==> src/rtl/uart_mmio_fifo.sv <==
// Memory-mapped UART bridge: RX/TX byte FIFOs, cycle/instret counters
// and sticky error flags at region 0x8000_0000.
module uart_mmio_fifo #(
    parameter int RX_DEPTH = 8,
    parameter int TX_DEPTH = 8
) (
    input  logic        clk,
    input  logic        rst,
    input  logic        stall,
    input  logic [31:0] addr,
    input  logic        re,
    input  logic        we,
    input  logic [31:0] wdata,
    output logic [31:0] rdata,
    output logic        hit,
    input  logic        instr_retire,
    input  logic [7:0]  rx_data,
    input  logic        rx_valid,
    output logic        rx_ready,
    output logic [7:0]  tx_data,
    output logic        tx_valid,
    input  logic        tx_ready
);

    localparam int RAW = $clog2(RX_DEPTH);
    localparam int TAW = $clog2(TX_DEPTH);
    localparam logic [RAW:0] RX_FULL = (RAW+1)'(RX_DEPTH);
    localparam logic [TAW:0] TX_FULL = (TAW+1)'(TX_DEPTH);

    localparam logic [2:0] OFF_RXC  = 3'd0;
    localparam logic [2:0] OFF_RXD  = 3'd1;
    localparam logic [2:0] OFF_TXC  = 3'd2;
    localparam logic [2:0] OFF_TXD  = 3'd3;
    localparam logic [2:0] OFF_CYC  = 3'd4;
    localparam logic [2:0] OFF_INS  = 3'd5;
    localparam logic [2:0] OFF_CRST = 3'd6;
    localparam logic [2:0] OFF_STAT = 3'd7;

    logic [7:0]     rx_mem [RX_DEPTH];
    logic [RAW-1:0] rx_wp_q, rx_wp_d;
    logic [RAW-1:0] rx_rp_q, rx_rp_d;
    logic [RAW:0]   rx_cnt_q, rx_cnt_d;

    logic [7:0]     tx_mem [TX_DEPTH];
    logic [TAW-1:0] tx_wp_q, tx_wp_d;
    logic [TAW-1:0] tx_rp_q, tx_rp_d;
    logic [TAW:0]   tx_cnt_q, tx_cnt_d;

    logic [31:0] rdata_q, rdata_d;
    logic [31:0] cyc_q, cyc_d;
    logic [31:0] ins_q, ins_d;
    logic        rx_unf_q, rx_unf_d;
    logic        tx_ovf_q, tx_ovf_d;

    logic       active, rd_act, wr_act;
    logic [2:0] off;
    logic       rx_empty, rx_full, tx_empty, tx_full;
    logic       rx_push, rx_pop, rx_pop_req;
    logic       tx_push, tx_pop, tx_push_req;
    logic       unf_set, ovf_set, stat_clr, cnt_clr;
    logic [7:0] rx_head;

    assign hit    = (addr[31:28] == 4'h8) && (addr[27:5] == 23'd0);
    assign active = hit && !stall && (re || we);
    assign rd_act = active && re;
    assign wr_act = active && we;
    assign off    = addr[4:2];

    // Full/empty come from the start-of-cycle counts, so a same-cycle
    // UART push/pop never rescues a rejected CPU access.
    assign rx_empty = (rx_cnt_q == '0);
    assign rx_full  = (rx_cnt_q == RX_FULL);
    assign tx_empty = (tx_cnt_q == '0);
    assign tx_full  = (tx_cnt_q == TX_FULL);

    assign rx_ready = !rx_full;
    assign tx_valid = !tx_empty;
    assign rx_head  = rx_empty ? 8'h00 : rx_mem[rx_rp_q];
    assign tx_data  = tx_empty ? 8'h00 : tx_mem[tx_rp_q];

    assign rx_push     = rx_valid && rx_ready;
    assign rx_pop_req  = rd_act && (off == OFF_RXD);
    assign rx_pop      = rx_pop_req && !rx_empty;
    assign unf_set     = rx_pop_req && rx_empty;

    assign tx_pop      = tx_valid && tx_ready;
    assign tx_push_req = wr_act && (off == OFF_TXD);
    assign tx_push     = tx_push_req && !tx_full;
    assign ovf_set     = tx_push_req && tx_full;

    assign stat_clr = wr_act && (off == OFF_STAT);
    assign cnt_clr  = wr_act && (off == OFF_CRST);

    always_comb begin
        rx_wp_d  = rx_wp_q;
        rx_rp_d  = rx_rp_q;
        rx_cnt_d = rx_cnt_q;
        if (rx_push) rx_wp_d = rx_wp_q + RAW'(1);
        if (rx_pop)  rx_rp_d = rx_rp_q + RAW'(1);
        unique case ({rx_push, rx_pop})
            2'b10:   rx_cnt_d = rx_cnt_q + (RAW+1)'(1);
            2'b01:   rx_cnt_d = rx_cnt_q - (RAW+1)'(1);
            default: rx_cnt_d = rx_cnt_q;
        endcase
    end

    always_comb begin
        tx_wp_d  = tx_wp_q;
        tx_rp_d  = tx_rp_q;
        tx_cnt_d = tx_cnt_q;
        if (tx_push) tx_wp_d = tx_wp_q + TAW'(1);
        if (tx_pop)  tx_rp_d = tx_rp_q + TAW'(1);
        unique case ({tx_push, tx_pop})
            2'b10:   tx_cnt_d = tx_cnt_q + (TAW+1)'(1);
            2'b01:   tx_cnt_d = tx_cnt_q - (TAW+1)'(1);
            default: tx_cnt_d = tx_cnt_q;
        endcase
    end

    always_comb begin
        cyc_d = cyc_q + 32'd1;
        ins_d = ins_q;
        if (instr_retire && !stall) ins_d = ins_q + 32'd1;
        if (cnt_clr) begin
            cyc_d = '0;
            ins_d = '0;
        end
        // Set wins over a same-cycle clear.
        rx_unf_d = (rx_unf_q && !stat_clr) || unf_set;
        tx_ovf_d = (tx_ovf_q && !stat_clr) || ovf_set;
    end

    always_comb begin
        rdata_d = rdata_q;
        if (rd_act) begin
            unique case (off)
                OFF_RXC:  rdata_d = {31'd0, !rx_empty};
                OFF_RXD:  rdata_d = {24'd0, rx_head};
                OFF_TXC:  rdata_d = {31'd0, !tx_full};
                OFF_CYC:  rdata_d = cyc_q;
                OFF_INS:  rdata_d = ins_q;
                OFF_STAT: rdata_d = {16'(rx_cnt_q), 14'(tx_cnt_q),
                                     tx_ovf_q, rx_unf_q};
                default:  rdata_d = '0;
            endcase
        end
    end

    always_ff @(posedge clk) begin
        if (rst) begin
            rx_wp_q  <= '0;
            rx_rp_q  <= '0;
            rx_cnt_q <= '0;
            tx_wp_q  <= '0;
            tx_rp_q  <= '0;
            tx_cnt_q <= '0;
            rdata_q  <= '0;
            cyc_q    <= '0;
            ins_q    <= '0;
            rx_unf_q <= 1'b0;
            tx_ovf_q <= 1'b0;
        end else begin
            rx_wp_q  <= rx_wp_d;
            rx_rp_q  <= rx_rp_d;
            rx_cnt_q <= rx_cnt_d;
            tx_wp_q  <= tx_wp_d;
            tx_rp_q  <= tx_rp_d;
            tx_cnt_q <= tx_cnt_d;
            rdata_q  <= rdata_d;
            cyc_q    <= cyc_d;
            ins_q    <= ins_d;
            rx_unf_q <= rx_unf_d;
            tx_ovf_q <= tx_ovf_d;
        end
    end

    // Storage needs no reset; pointers and counts define validity.
    always_ff @(posedge clk) begin
        if (rx_push) rx_mem[rx_wp_q] <= rx_data;
        if (tx_push) tx_mem[tx_wp_q] <= wdata[7:0];
    end

    assign rdata = rdata_q;

endmodule

==> config.mk <==
export PLATFORM = sky130hd
export DESIGN_NAME = uart_mmio_fifo
export DESIGN_NICKNAME = d
export VERILOG_FILES = /design/src/rtl/uart_mmio_fifo.sv
export SDC_FILE = /design/constraint.sdc
export NUM_CORES = 1
export LEC_CHECK = 0
export CORE_UTILIZATION = 60
export CTS_BUF_LIST = sky130_fd_sc_hd__clkbuf_16
export DETAILED_ROUTE_END_ITERATION = 6
export PLACE_DENSITY_LB_ADDON = 0.05
export RECOVER_POWER = 25
export SLEW_MARGIN = 20
export SYNTH_ARGS = -nofsm -noshare
export SYNTH_HDL_FRONTEND = slang
export SYNTH_SLANG_ARGS = --single-unit
==> constraint.sdc <==
create_clock -name clk -period 5.7 [get_ports clk]
set_clock_uncertainty 0.1 [all_clocks]
set_input_delay 0.855 -clock clk [delete_from_list [all_inputs] [get_ports clk]]
set_output_delay 0.855 -clock clk [all_outputs]
set_load 0.02 [all_outputs]
==> results_dict.tcl <==
set metrics [dict create \
    cts.repair_timing.setup_buffer_count 0 \
    asyncSetResetFlopFracSynth 0 \
    path_buf_inv 3 \
    critical_path_arrival_ps 3240 \
    clock_tree_buffer_depth 3 \
    yosys.cell_types.count 49 \
    post-dp-hpwl_mm 16.5 \
    std_cell_core_area_mm2 0.0175 \
    report.final.setup_viol 0 \
    chipHeight_um 136 \
    clock-sinks 252 \
    slowest_stage "sky130_fd_sc_hd__clkdlybuf4s50_1" \
    worst-path-max-fanout 5 \
    synth_fp_nets 999 \
    synth_seq_area_share 0.584 \
    setup_total_negative_slack_ps 0 \
    ir_worst_vdd_mv 0.299 \
    timing.rr.end "tx_cnt_q[2]$_SDFFE_PP0P_" \
    drtAntennaViolNets 0 \
    endpoint_kind "primary output" \
    crit_chain "clkdlybuf4s50_1 > nor4_1 > nand4_1 > or2_1 > inv_2 > clkdlybuf4s50_1" \
    htree_num_levels 1 \
    pin_count_of_the_biggest_net_entering_global_routing 65 \
    hold_wc_startpoint "rdata[18]$_SDFFE_PP0P_" \
    worstRegToRegCells 11 \
    holdWs_ps 359 \
    detail_route.wirelength_mm 24.7 \
    p_leak_nw 4.20 \
    initial_utilization 0.620 \
    timing_max_transition_violations_final 0 \
    maxSlewHeadroom 0.341 \
    ctsRootBufferMaster "sky130_fd_sc_hd__clkbuf_16" \
    port-buffer-count 96 \
    grt_remaining_overflow 0 \
    area_overhead_of_the_layout_relative_to_synthesis_pct 18.5 \
    clock_network_latency_to_the_later_pin_of_the_worst_skew_pair_ps 530 \
    cts.clk_slew.worst_paths_ps 60 \
    crit_family "simple AND/OR/NAND/NOR gates" \
    post_synth_inst_count 907 \
    boundaryPins 123 \
    final-hold-violation-count 0 \
    worstMarginPinSlew_ps 988 \
    powerDensity_mw_per_mm2 286 \
    initialDrtViolationCount 582 \
    top_ff_cell_synth "sky130_fd_sc_hd__edfxtp_1" \
    post_route_cells_drive_above_1_share 0.103 \
    timing_worst_setup_path_type "input pin to primary output" \
    hold_end "rdata[18]$_SDFFE_PP0P_" \
    worst-endpoint-required_ps 4740 \
    antennaDiodeCount 0 \
    hold_class "register to register" \
    detail_route.first_pass.iterations 5 \
    cts_tree "yes" \
    finalWeightedCongestion 0.867 \
    first_pass_grt_wire_length_mm 38.8 \
    avgSynthCellArea_um2 12.0 \
    layout.nets 1091 \
    hold_path_depth 2 \
    detail_route.drc_violations 0 \
    timing.critical_path.slowest_cell_delay_ps 600 \
    synth.cell_area_mm2 0.0108 \
    maxCapViolCount 0 \
    vias_per_cell 6.13 \
    initial_antenna_violation_count 0 \
    max_freq_ghz 0.239 \
    global_routing_usage_summed_across_all_routing_layers 0.273 \
    cts_bufs_inserted 26 \
    outcome "finished clean" \
    route.vias.total 7610 \
    setup.worst_path.start_class "input pin" \
    cts_hold_repair.buffers 0 \
    wl_per_cell_um 19.9 \
    number_of_enable_type_register_cells_in_the_synthesized_netlist 128 \
    critPathMostFrequentCell "sky130_fd_sc_hd__clkdlybuf4s50_1" \
    floorplan.rows 48 \
    first_global_vias 7580 \
    ctsResizeCount 0 \
    num-fill-cells 1173 \
    period_needed_ps 4190 \
    crit_share_post_route 0.735 \
    dieWidth_um 136 \
    reg2reg_setup_slack_ps 2530 \
    die_area_mm2 0.0186 \
    r2r_start "tx_cnt_q[1]$_SDFFE_PP0P_" \
    ys_ff_latch 252 \
    synth_warnings 0 \
    rsz_0062_raised_after_global_routing "false" \
]
==> layer usage <==
| metal | track usage | wire length [um] |
|---|---|---|
| met1 | 0.365 | 10600 |
| met4 | 0.0710 | 303 |
| met5 | 0 | 0 |
| met2 | 0.465 | 12100 |
| met3 | 0.0395 | 1670 |
==> worst reg2reg max path, delay by kind of cell (launching register included) <==
family | cells | cell delay, ps
compound gates | 2 | 320
simple gates | 4 | 1130
flops | 1 | 610
buf+inv | 1 | 160
xor+xnor | 2 | 270
fa+ha+maj | 2 | 510
==> power breakdown <==
part	leakage, nW	switching, W	internal (W)
clock	0.406	0.000687	0.000923
sequential	2.16	0.0000140	0.00192
combinational	1.63	0.0000760	0.0000574
total	4.20	0.000777	0.00290
==> worst max path at each step <==
stage	startpoint	endpoint	slack [ps]	cells past startpoint
after global placement	addr[28]	tx_cnt_q[2]$_SDFFE_PP0P_	1590	12
after CTS	addr[28]	hit	1520	6
final	addr[29]	hit	1510	6
after floorplan	addr[28]	tx_mem[2][0]$_DFFE_PP_	2370	5
after global routing	addr[28]	hit	1430	6
after detailed placement	addr[28]	tx_cnt_q[2]$_SDFFE_PP0P_	1280	12
==> Yosys cell counts, types with 8 or more instances <==
cell type                  instances  area (um^2)
sky130_fd_sc_hd__o21ai_0          16         80.1
sky130_fd_sc_hd__nand2_1          43          161
sky130_fd_sc_hd__nor4b_1           8         70.1
sky130_fd_sc_hd__a21oi_1          25          125
sky130_fd_sc_hd__nand3_1          35          175
sky130_fd_sc_hd__mux2i_1          31          310
sky130_fd_sc_hd__mux4_2           32          721
sky130_fd_sc_hd__and3_1            9         56.3
sky130_fd_sc_hd__and4_1           10         87.6
sky130_fd_sc_hd__buf_1             8         30.0
sky130_fd_sc_hd__nor2_1          126          473
sky130_fd_sc_hd__ha_1             12          150
sky130_fd_sc_hd__xor2_1           35          307
sky130_fd_sc_hd__clkbuf_1         24         90.1
sky130_fd_sc_hd__a22oi_1          22          165
sky130_fd_sc_hd__o21ai_1           9         45.0
sky130_fd_sc_hd__buf_2            17         85.1
sky130_fd_sc_hd__nor4_1           21          131
sky130_fd_sc_hd__edfxtp_1        128         3840
sky130_fd_sc_hd__a211oi_1         20          150
sky130_fd_sc_hd__xnor2_1          39          342
sky130_fd_sc_hd__nor3_1           21          105
sky130_fd_sc_hd__nand4_1          26          163
sky130_fd_sc_hd__inv_1            11         41.3
sky130_fd_sc_hd__dfxtp_1         124         2480
==> final cells by class <==
class	instances	area, um^2	area share
repair buffers	113	1080	0.0843
clock inverters	20	163	0.0127
flip-flops and latches	252	6330	0.493
well taps	225	282	0.0219
multi-input cells	591	4280	0.333
clock buffers	26	651	0.0506
inverters	15	56.3	0.00438
==> logic make-up after synthesis <==
kind of cell    share of synthesized area
fa+ha+maj                          0.0139
xor+xnor                           0.0598
buf+inv                            0.0241
simple gates                        0.158
flops                               0.584
mux                                0.0962
compound gates                     0.0644
==> sequential cells by signal, indices dropped and copies added, names as in the netlist, named ones only <==
signal / count
cyc_q: 32
tx_rp_q: 3
rx_cnt_q: 4
ins_q: 32
rx_wp_q: 3
tx_wp_q: 3
tx_ovf_q: 1
tx_mem: 64
rx_rp_q: 3
rx_unf_q: 1
rdata: 32
rx_mem: 64
tx_cnt_q: 4
==> through the flow <==
| stage | setup slack, ps | util | instance area (um^2) | power, W | instances |
|---|---|---|---|---|---|
| after global routing | 1430 | 0.735 | 12800 | 0.00378 | 1242 |
| after global placement | 1590 | 0.687 | 12000 | 0.00209 | 1196 |
| after CTS | 1520 | 0.734 | 12800 | 0.00370 | 1242 |
| final | 1510 | 0.735 | 12800 | 0.00368 | 1242 |
| after floorplan | 2370 | - | 10800 | 0.00203 | 907 |
| after detailed placement | 1280 | 0.687 | 12000 | 0.00210 | 1196 |
==> layout by cell type (no fill, tap or decap), drive strengths merged, types with 8 or more instances in the layout <==
| master | Yosys | routed |
|---|---|---|
| xor2 | 35 | 35 |
| clkinv | 1 | 16 |
| a211oi | 20 | 20 |
| nand2 | 43 | 43 |
| a21oi | 25 | 25 |
| and4 | 10 | 10 |
| dlygate4sd3 | 0 | 14 |
| dfxtp | 124 | 124 |
| inv | 14 | 16 |
| o21ai | 25 | 25 |
| clkdlybuf4s50 | 0 | 81 |
| edfxtp | 128 | 128 |
| nor2 | 126 | 126 |
| and3 | 9 | 9 |
| clkbuf | 24 | 26 |
| xnor2 | 39 | 39 |
| ha | 12 | 12 |
| nor4b | 8 | 8 |
| nand4 | 27 | 27 |
| nor4 | 26 | 26 |
| nor3 | 22 | 22 |
| mux4 | 32 | 32 |
| mux2i | 31 | 31 |
| buf | 25 | 18 |
| a22oi | 22 | 22 |
| nand3 | 35 | 35 |
(Power assumes the default switching activity.)
